## config.mk

```make
export PLATFORM = sky130hd
export DESIGN_NAME = spiifc
export DESIGN_NICKNAME = d
export VERILOG_FILES = /design/src/rtl/spiifc.sv
export SDC_FILE = /design/constraint.sdc
export NUM_CORES = 1
export LEC_CHECK = 0
export ABC_CLOCK_PERIOD_IN_PS = 2800
export BUFFER_PORTS_ARGS = -buffer_cell sky130_fd_sc_hd__buf_2
export CORE_MARGIN = 3
export CORE_UTILIZATION = 59
export CTS_CLUSTER_DIAMETER = 120
export CTS_CLUSTER_SIZE = 10
export DETAILED_ROUTE_END_ITERATION = 16
export GPL_TIMING_DRIVEN = 0
export PLACE_DENSITY = 0.85
export SLEW_MARGIN = 25
export SYNTH_ARGS = -nofsm -noshare
export SYNTH_HDL_FRONTEND = slang
export SYNTH_SLANG_ARGS = --single-unit
```

## constraint.sdc

```tcl
create_clock -name SysClk -period 2.8 [get_ports SysClk]
set_input_delay 0.84 -clock SysClk [delete_from_list [all_inputs] [get_ports SysClk]]
set_output_delay 0.84 -clock SysClk [all_outputs]
set_load 0.01 [all_outputs]
```

## src/rtl/spiifc.sv

```systemverilog
// SPI mode-0 slave bridging an external master to rx/tx block RAMs; optional SPIIFC_DEBUG_EN status word.
// Latency: 2-FF sync + edge register, so pin activity is acted on 2-3 SysClk later.
// No backpressure: rx writes are 1-cycle pulses, and the tx word is fetched one cycle before the next reload.
module spiifc #(
   parameter int WORD_W = 16,
   parameter int ADDR_W = 12
) (
   input  logic              SysClk,
   input  logic              Reset,
   input  logic              SPI_CLK,
   input  logic              SPI_MOSI,
   input  logic              SPI_SS,
   output logic              SPI_MISO,
   output logic [ADDR_W-1:0] txMemAddr,
   input  logic [WORD_W-1:0] txMemData,
   output logic [ADDR_W-1:0] rcMemAddr,
   output logic [WORD_W-1:0] rcMemData,
   output logic              rcMemWE,
   output logic [15:0]       debug_out
);

   localparam int CNT_W = $clog2(WORD_W);
   localparam logic [CNT_W-1:0] LAST_BIT = CNT_W'(WORD_W - 1);

   // [0],[1] form the synchronizer; [2] is the delayed copy for edge detection
   logic [2:0] sclk_q, ss_q;
   logic [1:0] mosi_q;

   logic              active_q, active_d;
   logic [CNT_W-1:0]  bit_cnt_q, bit_cnt_d;
   logic [WORD_W-1:0] rx_sr_q, rx_sr_d;
   logic [WORD_W-1:0] rc_data_q, rc_data_d;
   logic              we_q, we_d;
   logic [ADDR_W-1:0] rc_addr_q, rc_addr_d;
   logic [ADDR_W-1:0] tx_addr_q, tx_addr_d;
   logic [WORD_W-1:0] tx_sr_q, tx_sr_d;
   logic [1:0]        ld_q, ld_d;
   logic              reload_q, reload_d;

   logic sclk_rise, sclk_fall, ss_fall, ss_rise;

   assign sclk_rise = sclk_q[1] & ~sclk_q[2];
   assign sclk_fall = ~sclk_q[1] & sclk_q[2];
   assign ss_fall   = ~ss_q[1] & ss_q[2];
   assign ss_rise   = ss_q[1] & ~ss_q[2];

   always_comb begin
      active_d  = active_q;
      bit_cnt_d = bit_cnt_q;
      rx_sr_d   = rx_sr_q;
      rc_data_d = rc_data_q;
      we_d      = 1'b0;
      rc_addr_d = rc_addr_q;
      tx_addr_d = tx_addr_q;
      tx_sr_d   = tx_sr_q;
      ld_d      = {ld_q[0], 1'b0};
      reload_d  = reload_q;

      if (we_q)
         rc_addr_d = rc_addr_q + 1'b1;

      // active_q arms only on a real SS fall, so a reset released with SS low stays idle
      if (ss_fall) begin
         active_d  = 1'b1;
         bit_cnt_d = '0;
         rx_sr_d   = '0;
         rc_addr_d = '0;
         tx_addr_d = '0;
         ld_d[0]   = 1'b1;
         reload_d  = 1'b0;
      end else if (ss_rise) begin
         active_d  = 1'b0;
         bit_cnt_d = '0;
         reload_d  = 1'b0;
      end else if (active_q) begin
         if (sclk_rise) begin
            rx_sr_d = {rx_sr_q[WORD_W-2:0], mosi_q[1]};
            if (bit_cnt_q == LAST_BIT) begin
               bit_cnt_d = '0;
               rc_data_d = rx_sr_d;
               we_d      = 1'b1;
               tx_addr_d = tx_addr_q + 1'b1;
               reload_d  = 1'b1;
            end else begin
               bit_cnt_d = bit_cnt_q + 1'b1;
            end
         end else if (sclk_fall) begin
            if (reload_q) begin
               tx_sr_d  = txMemData;
               reload_d = 1'b0;
            end else begin
               tx_sr_d = {tx_sr_q[WORD_W-2:0], 1'b0};
            end
         end
      end

      if (ld_q[1])
         tx_sr_d = txMemData;
   end

   always_ff @(posedge SysClk or negedge Reset) begin
      if (!Reset) begin
         sclk_q    <= '0;
         ss_q      <= '0;
         mosi_q    <= '0;
         active_q  <= 1'b0;
         bit_cnt_q <= '0;
         rx_sr_q   <= '0;
         rc_data_q <= '0;
         we_q      <= 1'b0;
         rc_addr_q <= '0;
         tx_addr_q <= '0;
         tx_sr_q   <= '0;
         ld_q      <= '0;
         reload_q  <= 1'b0;
      end else begin
         sclk_q    <= {sclk_q[1:0], SPI_CLK};
         ss_q      <= {ss_q[1:0], SPI_SS};
         mosi_q    <= {mosi_q[0], SPI_MOSI};
         active_q  <= active_d;
         bit_cnt_q <= bit_cnt_d;
         rx_sr_q   <= rx_sr_d;
         rc_data_q <= rc_data_d;
         we_q      <= we_d;
         rc_addr_q <= rc_addr_d;
         tx_addr_q <= tx_addr_d;
         tx_sr_q   <= tx_sr_d;
         ld_q      <= ld_d;
         reload_q  <= reload_d;
      end
   end

   assign SPI_MISO  = active_q & tx_sr_q[WORD_W-1];
   assign txMemAddr = tx_addr_q;
   assign rcMemAddr = rc_addr_q;
   assign rcMemData = rc_data_q;
   assign rcMemWE   = we_q;

`ifdef SPIIFC_DEBUG_EN
   logic [7:0] wcnt_q;

   always_ff @(posedge SysClk or negedge Reset) begin
      if (!Reset)
         wcnt_q <= '0;
      else if (ss_fall)
         wcnt_q <= '0;
      else if (we_q)
         wcnt_q <= wcnt_q + 1'b1;
   end

   assign debug_out = {wcnt_q, 3'b000, ss_q[1], 4'(bit_cnt_q)};
`else
   assign debug_out = 16'h0000;
`endif

endmodule

```

# Yosys cells after proc, flatten, opt, wreduce, memory -nomap -nowiden
# Cells that the tools add are included.
# W data, S select, Z words.
# totals
regBits	88
in_bits	21
# classes
n_addsub	3
eq_ne	6
muxes	37
bitwise	11
n_reduce_logical	16
# ops
operator	n
$mux W16	7
$mux W12	7
$mux W15	4
$add A12 B1 Y12 const B	2
$mux W4	5
$mux W1	14
$reduce_bool A2 Y1	7
$reduce_and A5 Y1	2
$ne A2 B2 Y1 const B	4
$not A1 Y1	6
$reduce_and A3 Y1	2
$reduce_bool A3 Y1	2
$and A1 B1 Y1	5
$add A4 B1 Y4 const B	1
$eq A4 B4 Y1 const B	1
$ne A4 B1 Y1 const B	1
$reduce_and A4 Y1	1
$reduce_bool A4 Y1	1
$reduce_and A2 Y1	1

# Depth between registers and ports, before layout
# logic_depth
word_depth	8
mapped_depth	7
depth_no_buf	6

# Worst setup path after synthesis
# Ideal clock, no wire load.
# synth_timing
path_type	register to register
from	register bit_cnt_q[0]
to	register rc_data_q[10], in the netlist rcMemData[10]
arrival_time_ps	1741
required_time_ps	2675
slack_ps	934
path_stages_with_launch	8
cell_sequence	dfrtp_1 ha_1 and3_1 clkbuf_1 and4_1 buf_2 buf_4 mux2_2
# synth_via
elab_chain_len	2
# synth_rtl
element	line	rtl
from (decl)	30	logic [CNT_W-1:0] bit_cnt_q, bit_cnt_d;
from (signal assigned)	121	bit_cnt_q <= bit_cnt_d;
$eq A4 B4 Y1	78	if (bit_cnt_q == LAST_BIT) begin
$reduce_and A5 Y1 (no source line)	n/a	
to (signal assigned)	123	rc_data_q <= rc_data_d;
to (decl)	32	logic [WORD_W-1:0] rc_data_q, rc_data_d;
# Every way passes these cells.
# A chain may end at the register's enable or synchronous reset.

# Final worst setup path
# layout_timing
from	register ss_q[1]
to	register rc_addr_q[8], in the netlist rcMemAddr[8]
# layout_via
elab_chain_len	3
elab_cells_between_ends	4
cone_classes	1 x mux; 2 x bitwise; 1 x reduce/logical
# layout_rtl
element	line	rtl
from (decl)	26	logic [2:0] sclk_q, ss_q;
from (signal assigned)	118	ss_q <= {ss_q[1:0], SPI_SS};
$not A1 Y1 *	44	assign ss_fall = ~ss_q[1] & ss_q[2];
$and A1 B1 Y1 *	44	
$mux W12 / $reduce_bool A2 Y1 (equally long branches)	n/a	
to (signal assigned)	125	rc_addr_q <= rc_addr_d;
to (decl)	34	logic [ADDR_W-1:0] rc_addr_q, rc_addr_d;
# Mark *: on every way between the ends. The rest lies on a longest branch, timed or not.

==> impl_results.md <==
- Outcome: finished, final reports clean
- VDD IR-drop max: 0.316 mV
- Worst-margin pin slew: 0.566 ns
- Ys Warns: 0
- CP Data Required Time: 3.02 ns
- DRT iter0 DRCs: 193
- Worst-path clk slew: 0.08 ns
- CP peak stage delay: 0.44 ns
- R2R cell count: 6
- Max-cap viol count: 0
- RSZ-0062 raised after global routing: false
- Startpoint Class: register
- Die Span Y: 88.5 um
- Clock latency on the worst-skew pair: 0.35 ns
- Pwr dens: 518 nW/um2
- Fin cells: 546
- Hold Path Depth: 0
- CTS H-tree depth: 3
- Most common cell on crit path: clkbuf_1
- I/O pins: 79
- Ys flop type: dfrtp_1
- Post-synthesis simple-gate area fraction: 16.0%
- CP Max Fanout: 10
- Final slew viol count: 0
- Starting density of the core: 62.1%
- Initial antenna violation count: 0
- Skew final: 0.00752 ns
- CP Class: reg -> reg
- HP Class: reg -> reg
- Final setup vio count: 0
- Arrival time worst endpoint: 2.45 ns
- Xor and xnor area share after synthesis: 2.84%
- Layout area overhead: 16.7%
- Die width: 88.5 um
- Adder-Cell Fraction of Synth Area: 2.81%
- Via density: 5.38
- Finished Core Util: 72.5%
- Compound-Gate Fraction of Synth Area: 8.73%
- Sequential-to-total area share from yosys stat: 54.9%
- Setup TNS Final: 0 ns
- WP buf/inv: 4
- Row count: 29
- First-pass DRT Iterations: 4
- ANT cells: 0
- First-pass GRT wire length: 13.0 mm
- Crit path max-delay family: buffers and inverters
- Vias in the first global route: 2837
- FF-to-FF Start: ss_q[1]$_DFF_PN0_
- Sink Count: 88
- TritonCTS Buffers: 9
- Antenna-violating nets left: 0
- Post-Syn Instances: 375
- RR Endpoint: rcMemAddr[8]$_DFFE_PN0P_
- Clock buffer depth: 2
- Routability Congestion: 0.794
- Largest family of logic cells by synthesized area: simple AND/OR/NAND/NOR gates
- Mux cell area share after synthesis: 9.01%
- Crit path capture type: register
- CORE AREA: 6460 um2
- Final hold vios: 0
- CTS tree: done
- Die ar.: 7820 um2
- Leakage: 2.43 nW
- HP Start: ld_q[0]$_DFF_PN0_
- Slew Limit Headroom: 62.1%
- Post-synth EDFFs: 0
- Placed Cells: 530
- Routed length per instance: 14.1 um
- Final net count: 494
- Max Fclk: 449 MHz
- Vias: 2937
- Hold EP: ld_q[1]$_DFF_PN0_
- Total wire length: 7.67 mm
- Yosys reg bits: 88
- Fraction of layout cells with a size suffix above 1: 25.8%
- DRC violations left: 0
- Worst R2R Setup Slack: 0.57 ns
- Post-CTS Resized: 0
- Mapped Area: 4010 um2
- Crit-path cells: inv_1, ha_1, clkbuf_1, clkbuf_1, buf_1, nor2_1
- Half-perimeter wire length after placement: 5.54 mm
- Tot GR Track Use: 21.5%
- Root Driver: clkbuf_8
- Post-CTS Setup Repair Bufs: 0
- Mapped Avg Cell Area: 10.7 um2
- Largest net degree at the start of global routing: 48
- Post-CTS Hold Buffers: 0
- Grt total ovfl: 0
- Crit-path slowest cell: clkbuf_1
- Worst Hold Slack: 0.352 ns
- Cell variety after synth: 40
- Port Buffers: 62
- Post-synth ARST share: 100%
- Final Critical Period: 2.23 ns
- Period utilisation layout: 79.6%
## stage by stage
stage	cell area (um2)	setup WS, ns	total power [W]
4_1_cts	4680	0.536	0.00245
2_1_floorplan	4070	0.934	0.00158
3_3_place_gp	4470	0.195	0.00165
6_report	4680	0.570	0.00243
5_1_grt	4680	0.299	0.00255
3_5_place_dp	4500	0.549	0.00167
## power breakdown
group | total, W | leakage (nW) | switching [W] | internal [W]
Sequential | 0.00140 | 1.18 | 0.0000512 | 0.00135
Clock | 0.000785 | 0.0907 | 0.000412 | 0.000373
Combinational | 0.000239 | 1.15 | 0.000139 | 0.000101
## cells in the mapped netlist, types with 6 or more instances
library cell	instances	area (um2)
dfrtp_1	88	2200
nand2_1	48	180
o21ai_0	36	180
nor2_1	20	75.1
buf_4	18	135
mux2_2	17	191
mux2i_1	17	170
nand2b_1	16	100
clkbuf_1	14	52.6
xor2_1	10	87.6
a21oi_1	9	45.0
ha_1	9	113
nand4_1	8	50.1
nand3_1	7	35.0
inv_1	6	22.5
## placed cells by master, fill, tap and decap left out, types with 10 or more instances in the layout
master	instances
buf_2	63
buf_4	19
clkbuf_8	11
o21ai_0	36
mux2_2	17
nand2_1	48
nand2b_1	16
conb_1	16
dfrtp_1	88
xor2_1	10
nor2_1	20
mux2i_1	17
clkbuf_1	17
## final cells by class
class,instances,area [um2]
Clock buffer,14,163
Tap cell,77,96.3
Timing Repair Buffer,63,340
Buffer,35,201
Fill cell,484,1780
Sequential cell,88,2200
Inverter,6,22.5
Multi-Input combinational cell,261,1640
Clock inverter,2,13.8
## worst max path at each step
stage	to	depth (start not counted)	startpoint
floorplan	rcMemData[10]$_DFFE_PN0P_	7	bit_cnt_q[0]$_DFFE_PN0P_
global placement	rcMemData[6]$_DFFE_PN0P_	1	Reset
detailed placement	rcMemAddr[8]$_DFFE_PN0P_	6	ss_q[1]$_DFF_PN0_
CTS	rcMemAddr[8]$_DFFE_PN0P_	6	ss_q[1]$_DFF_PN0_
global route	rcMemAddr[9]$_DFFE_PN0P_	6	ss_q[1]$_DFF_PN0_
finish	rcMemAddr[8]$_DFFE_PN0P_	6	ss_q[1]$_DFF_PN0_
## sequential cells by signal (all words and copies together) (netlist names), 3 cells and up
| register | flops |
|---|---|
| rcMemAddr | 12 |
| rcMemData | 16 |
| sclk_q | 3 |
| bit_cnt_q | 4 |
| ss_q | 3 |
| txMemAddr | 12 |
| rx_sr_q | 15 |
| tx_sr_q | 16 |
## worst register-to-register path, stage by stage (launching register included)
cell	delay, ns
dfrtp_1	0.42
inv_1	0.07
ha_1	0.32
clkbuf_1	0.35
clkbuf_1	0.44
buf_1	0.40
nor2_1	0.11
## per-layer routing
layer	GRT usage, %	share of wire, %	vias to the layer above
met4	8.24	1.5	0
met1	29.0	45	1420
li1	-	-	1433
met5	0	0	-
met3	5.12	5.6	11
met2	34.1	48	73
## kinds of logic after synthesis
kind of cell | count (synthesis)
flip-flops | 88
adder cells (fa/ha/maj) | 9
other | 1
multiplexers | 34
XOR/XNOR | 13
AO/OA/AOI/OAI | 60
buffers and inverters | 41
AND/OR/NAND/NOR | 129
Note: power is estimated with default switching activity, not from simulation.
